## src/rtl/bram_burst_loader.sv

```systemverilog
// ---------------------------------------------------------------------------
// bram_burst_loader
//
// Reads a burst of consecutive words out of a registered-output block RAM and
// streams them to a valid/ready consumer through a small buffer. Reads are
// only issued when the buffer is guaranteed to have room for the returning
// word, so a stalled consumer never causes data loss.
//
// Ports
//   clk        : single clock, all state updates on the rising edge
//   rst        : asynchronous, active-high reset
//   start      : one-cycle burst request (ignored while busy)
//   base_addr  : first word address of the burst
//   length     : number of words in the burst, 0..DEPTH
//   busy       : burst in progress
//   done       : one-cycle completion pulse
//   mem_addr   : read address to the memory
//   mem_re     : read enable to the memory
//   mem_data   : memory read data, valid one edge after the mem_re edge
//   out_valid  : a beat is available
//   out_ready  : consumer accepts the beat
//   out_data   : beat payload
//   out_last   : final beat of the burst
// ---------------------------------------------------------------------------
module bram_burst_loader #(
    parameter int  DATA_WIDTH = 128,
    parameter int  DEPTH      = 256,
    parameter int  FIFO_DEPTH = 4,
    localparam int AW         = $clog2(DEPTH)
) (
    input  logic                  clk,
    input  logic                  rst,
    input  logic                  start,
    input  logic [AW-1:0]         base_addr,
    input  logic [AW:0]           length,
    output logic                  busy,
    output logic                  done,
    output logic [AW-1:0]         mem_addr,
    output logic                  mem_re,
    input  logic [DATA_WIDTH-1:0] mem_data,
    output logic                  out_valid,
    input  logic                  out_ready,
    output logic [DATA_WIDTH-1:0] out_data,
    output logic                  out_last
);

    localparam int            PW         = $clog2(FIFO_DEPTH);
    localparam logic [AW-1:0] LAST_ADDR  = AW'(DEPTH - 1);
    localparam logic [PW+1:0] FIFO_SLOTS = (PW+2)'(FIFO_DEPTH);
    localparam logic [AW:0]   ONE_LEFT   = (AW+1)'(1);

    typedef enum logic [1:0] {
        IDLE,
        ISSUE,
        DRAIN
    } state_t;

    state_t                  state_q, state_d;
    logic [AW-1:0]           addr_q, addr_d;
    logic [AW:0]             remain_q, remain_d;
    logic                    inflight_q, inflight_d;
    logic                    inflightLast_q, inflightLast_d;
    logic                    done_q, done_d;
    logic [PW-1:0]           wrPtr_q, wrPtr_d;
    logic [PW-1:0]           rdPtr_q, rdPtr_d;
    logic [PW:0]             count_q, count_d;
    logic [DATA_WIDTH-1:0]   fifoData_q [FIFO_DEPTH];
    logic [FIFO_DEPTH-1:0]   fifoLast_q;

    logic                    fifoValid;
    logic                    push;
    logic                    pop;
    logic                    headLast;
    logic                    canIssue;
    logic                    memRe;
    logic [PW+1:0]           occupancy;

    assign fifoValid = (count_q != '0);
    assign headLast  = fifoLast_q[rdPtr_q];
    assign push      = inflight_q;
    assign pop       = fifoValid && out_ready;

    // A read already in flight has a reserved slot, so it counts as occupied.
    // Pops in the current cycle are deliberately not credited, keeping the
    // issue decision independent of out_ready.
    assign occupancy = {1'b0, count_q} + {{(PW+1){1'b0}}, inflight_q};
    assign canIssue  = (occupancy < FIFO_SLOTS);

    // Burst sequencing: latch the request, issue reads while there is room,
    // then wait for the final beat to leave the buffer.
    always_comb begin
        state_d        = state_q;
        addr_d         = addr_q;
        remain_d       = remain_q;
        inflight_d     = 1'b0;
        inflightLast_d = inflightLast_q;
        done_d         = 1'b0;
        memRe          = 1'b0;
        case (state_q)
            IDLE: begin
                if (start) begin
                    addr_d   = base_addr;
                    remain_d = length;
                    if (length == '0) begin
                        done_d = 1'b1;
                    end else begin
                        state_d = ISSUE;
                    end
                end
            end
            ISSUE: begin
                if (canIssue) begin
                    memRe          = 1'b1;
                    inflight_d     = 1'b1;
                    inflightLast_d = (remain_q == ONE_LEFT);
                    remain_d       = remain_q - 1'b1;
                    addr_d         = (addr_q == LAST_ADDR) ? '0 : addr_q + 1'b1;
                    if (remain_q == ONE_LEFT) begin
                        state_d = DRAIN;
                    end
                end
            end
            DRAIN: begin
                if (pop && headLast) begin
                    state_d = IDLE;
                    done_d  = 1'b1;
                end
            end
            default: begin
                state_d = IDLE;
            end
        endcase
    end

    // Buffer pointer and occupancy bookkeeping; push and pop together leave
    // the count unchanged.
    always_comb begin
        wrPtr_d = push ? wrPtr_q + 1'b1 : wrPtr_q;
        rdPtr_d = pop ? rdPtr_q + 1'b1 : rdPtr_q;
        count_d = count_q;
        case ({push, pop})
            2'b10:   count_d = count_q + 1'b1;
            2'b01:   count_d = count_q - 1'b1;
            default: count_d = count_q;
        endcase
    end

    // Control state; reset abandons any burst, including the word in flight.
    always_ff @(posedge clk or posedge rst) begin
        if (rst) begin
            state_q        <= IDLE;
            addr_q         <= '0;
            remain_q       <= '0;
            inflight_q     <= 1'b0;
            inflightLast_q <= 1'b0;
            done_q         <= 1'b0;
            wrPtr_q        <= '0;
            rdPtr_q        <= '0;
            count_q        <= '0;
        end else begin
            state_q        <= state_d;
            addr_q         <= addr_d;
            remain_q       <= remain_d;
            inflight_q     <= inflight_d;
            inflightLast_q <= inflightLast_d;
            done_q         <= done_d;
            wrPtr_q        <= wrPtr_d;
            rdPtr_q        <= rdPtr_d;
            count_q        <= count_d;
        end
    end

    // Buffer storage needs no reset: entries are only observed while the
    // occupancy count says they hold valid data.
    always_ff @(posedge clk) begin
        if (push) begin
            fifoData_q[wrPtr_q] <= mem_data;
            fifoLast_q[wrPtr_q] <= inflightLast_q;
        end
    end

    assign busy      = (state_q != IDLE);
    assign done      = done_q;
    assign mem_addr  = addr_q;
    assign mem_re    = memRe;
    assign out_valid = fifoValid;
    assign out_data  = fifoValid ? fifoData_q[rdPtr_q] : '0;
    assign out_last  = fifoValid && headLast;

endmodule

```

## config.mk

```make
export PLATFORM = sky130hd
export DESIGN_NAME = bram_burst_loader
export DESIGN_NICKNAME = d
export VERILOG_FILES = /design/src/rtl/bram_burst_loader.sv
export SDC_FILE = /design/constraint.sdc
export NUM_CORES = 1
export LEC_CHECK = 0
export BUFFER_PORTS_ARGS = -buffer_cell sky130_fd_sc_hd__buf_2
export CORE_MARGIN = 3
export CORE_UTILIZATION = 40
export DETAILED_ROUTE_END_ITERATION = 7
export GPL_TIMING_DRIVEN = 0
export SYNTH_ARGS = -nofsm -noshare
export SYNTH_HDL_FRONTEND = slang
export SYNTH_SLANG_ARGS = --single-unit
```

## constraint.sdc

```tcl
create_clock -name clk -period 4.77 [get_ports clk]
set_input_delay 0 -clock clk [delete_from_list [all_inputs] [get_ports clk]]
set_output_delay 0 -clock clk [all_outputs]
set_load 0.01 [all_outputs]
```

==> out/qor.txt <==
HPWL after DPL: 29.1 mm
Fin util: 52.1%
Worst Path Required: 4.77 ns
Main synth FF type: edfxtp_1
Clk sinks: 545
Share of cells above drive strength 1: 34.5%
Hold Fails Final Rpt: 0
DRT Wirelength: 46.9 mm
Total design power: 17.2 mW
Initial drt markers: 912
P_sw: 5.39 mW
DR WL/cell: 20.8 um
RSZ-0062 raised after global routing: no
Post-synthesis sequential area ratio: 76.5%
Multi-input gate area: 4630 um2
Switching share of total power: 31.4%
Post-synth EDFFs: 516
R2R Setup Slk: 2.13 ns
Flop pwr share: 39.7%
Most frequent cells in the layout: 516 x edfxtp_1, 309 x buf_2, 152 x dlygate4sd3_1, 130 x and2_1, 129 x mux4_2
Cell variety after synth: 48
Tot GR Track Use: 16.8%
Internal power: 11.8 mW
Routability cong.: 0.846
# H-tree levels: 2
Initial antenna violation count: 3
Placed cells: 1993
Rows: 83
IO buf count: 289
1st-pass router iterations: 5
Clock Pin Slew Worst Setup and Hold Paths: 0.06 ns
DR vias/cell: 5.00
Die Area: 55800 um2
Most common cell after layout, fill and taps aside: edfxtp_1
FF+latch count, synth: 545
CTS Buf Count: 57
Chip width: 236 um
Final setup viols: 0
Synthesis-to-finish area growth: 27.7%
Comb pwr share: 35.8%
First-pass GRT wire length: 72.0 mm
Hold-fix buffers at CTS: 152
Hold slack: 0.0371 ns
Vias in the first global route: 12100
Fin cells: 2251
Max Clock Skew: 0.0299 ns
Highest metal used: met5
Post-Syn Area: 21200 um2
Reg-to-Reg Start: count_q[0]$_DFFE_PP0P_
Max Buffers Root-to-Sink: 3
Metal2 WL: 23.6 mm
R2R cell count: 6
Fmax: 339 MHz
Register Area: 16200 um2
DRC violations left: 0
Worst Tran Pin Value: 1.08 ns
Nets: 1683
Clk pwr share: 24.6%
Die span in y: 236 um
CTS-repair resized insts: 0
Fraction of registers with async set/reset: 5.32%
Largest area contributor in the netlist: edfxtp_1
Met3 wire len: 3.01 mm
CP endpoint: out_data[74]
Mapped Nets: 1174
Relative slew margins: 28.3%
Reg-to-Reg End: done$_DFF_PP0_
Ranking of synthesized cells by area: edfxtp_1 73%, mux4_2 14%, and2_1 4.0%
DP Worst Slack: 2.34 ns
Crit path from: rdPtr_q[1]$_DFFE_PP0P_
Max VDD drop: 477 uV
Vias: 11300
Mapped Cells: 1016
Pwr/cell area: 634 nW/um2
Root buffer cell: clkbuf_16
Maximum Capacitance Violations: 0
Yosys warns: 0
CTS tree: built
Core area: 51900 um2
Total gr overflow: 0
I/O Pins: 290
Outcome: completed
WL met1: 19.4 mm
Largest net degree at the start of global routing: 50
Buffer count from post-CTS setup fixing: 0
Synth top area share: 73.1%
WP data arrival: 2.95 ns
PnR worst setup slack: 1.82 ns
Startpoint types: register
Max Slew Vio Count: 0
Worst hold path class: in -> async
Setup CP Type: reg -> out
Initial core utilization: 40.8%
Syn avg cell area: 20.9 um2
CP Max Fanout: 10
Final Cycle Share: 61.9%
CP Capture Type: output port
Leak pwr: 9.57 nW
Fill cell count: 4222
Final ANT Viol Nets: 0
Tmin final: 2.95 ns
Skew-Pair Late Insertion Delay: 0.61 ns
==> cells in the mapped netlist, drive strengths merged, types with 3 or more instances <==
cell	n
o21ai	20
nor4	3
dfrtp	29
nand2	15
nand2b	4
edfxtp	516
a21oi	16
ha	8
and2	134
xor2	4
nand3	13
clkbuf	19
mux4	129
a31oi	6
buf	33
nor2	13
inv	17
nor3	3
==> worst min path at each step <==
stage                  start                      endpoint  slack (ns)
3_5_place_dp   mem_data[101]  fifoData_q[1][101]$_DFFE_PP_        0.22
4_1_cts        mem_data[101]  fifoData_q[1][101]$_DFFE_PP_        0.08
5_1_grt                  rst        rdPtr_q[0]$_DFFE_PP0P_        0.06
3_3_place_gp   mem_data[117]  fifoData_q[1][117]$_DFFE_PP_        0.21
2_1_floorplan            rst        count_q[0]$_DFFE_PP0P_        0.08
6_report                 rst        rdPtr_q[0]$_DFFE_PP0P_        0.04
==> state kept, by name, indices dropped and copies added, names as in the netlist <==
| register | flops |
|---|---|
| remain_q | 9 |
| count_q | 3 |
| done | 1 |
| rdPtr_q | 2 |
| mem_addr | 8 |
| fifoLast_q | 4 |
| inflightLast_q | 1 |
| fifoData_q | 512 |
| inflight_q | 1 |
| state_q | 2 |
| wrPtr_q | 2 |
==> worst max-delay path: stages, from the launching register on <==
cell and delay, ns:
dfrtp_1 0.40, clkbuf_1 0.82, buf_2 0.46, mux4_2 0.34
and2_1 0.17, buf_2 0.16
==> layout make-up <==
type / count / area share (%)
inverters: 17 / 0.236
repair buffers: 450 / 11.9
multi-input cells: 402 / 17.1
diodes: 1 / 0.00924
well taps: 680 / 3.14
clock inverters: 30 / 1.03
plain buffers: 52 / 1.11
flip-flops and latches: 545 / 59.9
clock buffers: 74 / 5.58
==> layer usage <==
metal	GRT usage (%)	vias to the layer above
met1	22.0	5771
met5	0	-
met3	4.02	66
met4	4.29	4
met2	28.5	301
li1	-	5124
==> metrics by stage <==
stage / TNS, ns / instance area, um2
2_1_floorplan: 0 / 21200
3_3_place_gp: -1047.76 / 23500
3_5_place_dp: 0 / 23700
4_1_cts: 0 / 27000
5_1_grt: 0 / 27100
6_report: 0 / 27100
==> logic make-up (layout without fill, tap and decap cells) <==
family                     count (synthesis)  in the layout  share of synthesized area [%]
and+or+nand+nor                          195            195                           5.35
adders and majority gates                  9              9                          0.566
xor gates and xnor gates                   6              6                          0.248
buffers and inverters                     69            623                           1.72
muxes                                    132            132                           13.8
AOI/OAI and AO/OA                         60             60                           1.79
other                                      0              1                              0
DFF                                      545            545                           76.5
==> power by group through the flow <==
stage / clock network (mW) / registers, mW / logic, mW
after floorplan: 0 / 6.98 / 3.79
after global placement: 0 / 7.18 / 5.99
after detailed placement: 0 / 6.92 / 6.20
after CTS: 4.36 / 6.82 / 6.32
after global routing: 4.54 / 6.91 / 6.70
final: 4.22 / 6.81 / 6.14
Power figures use the tool's default switching activity.
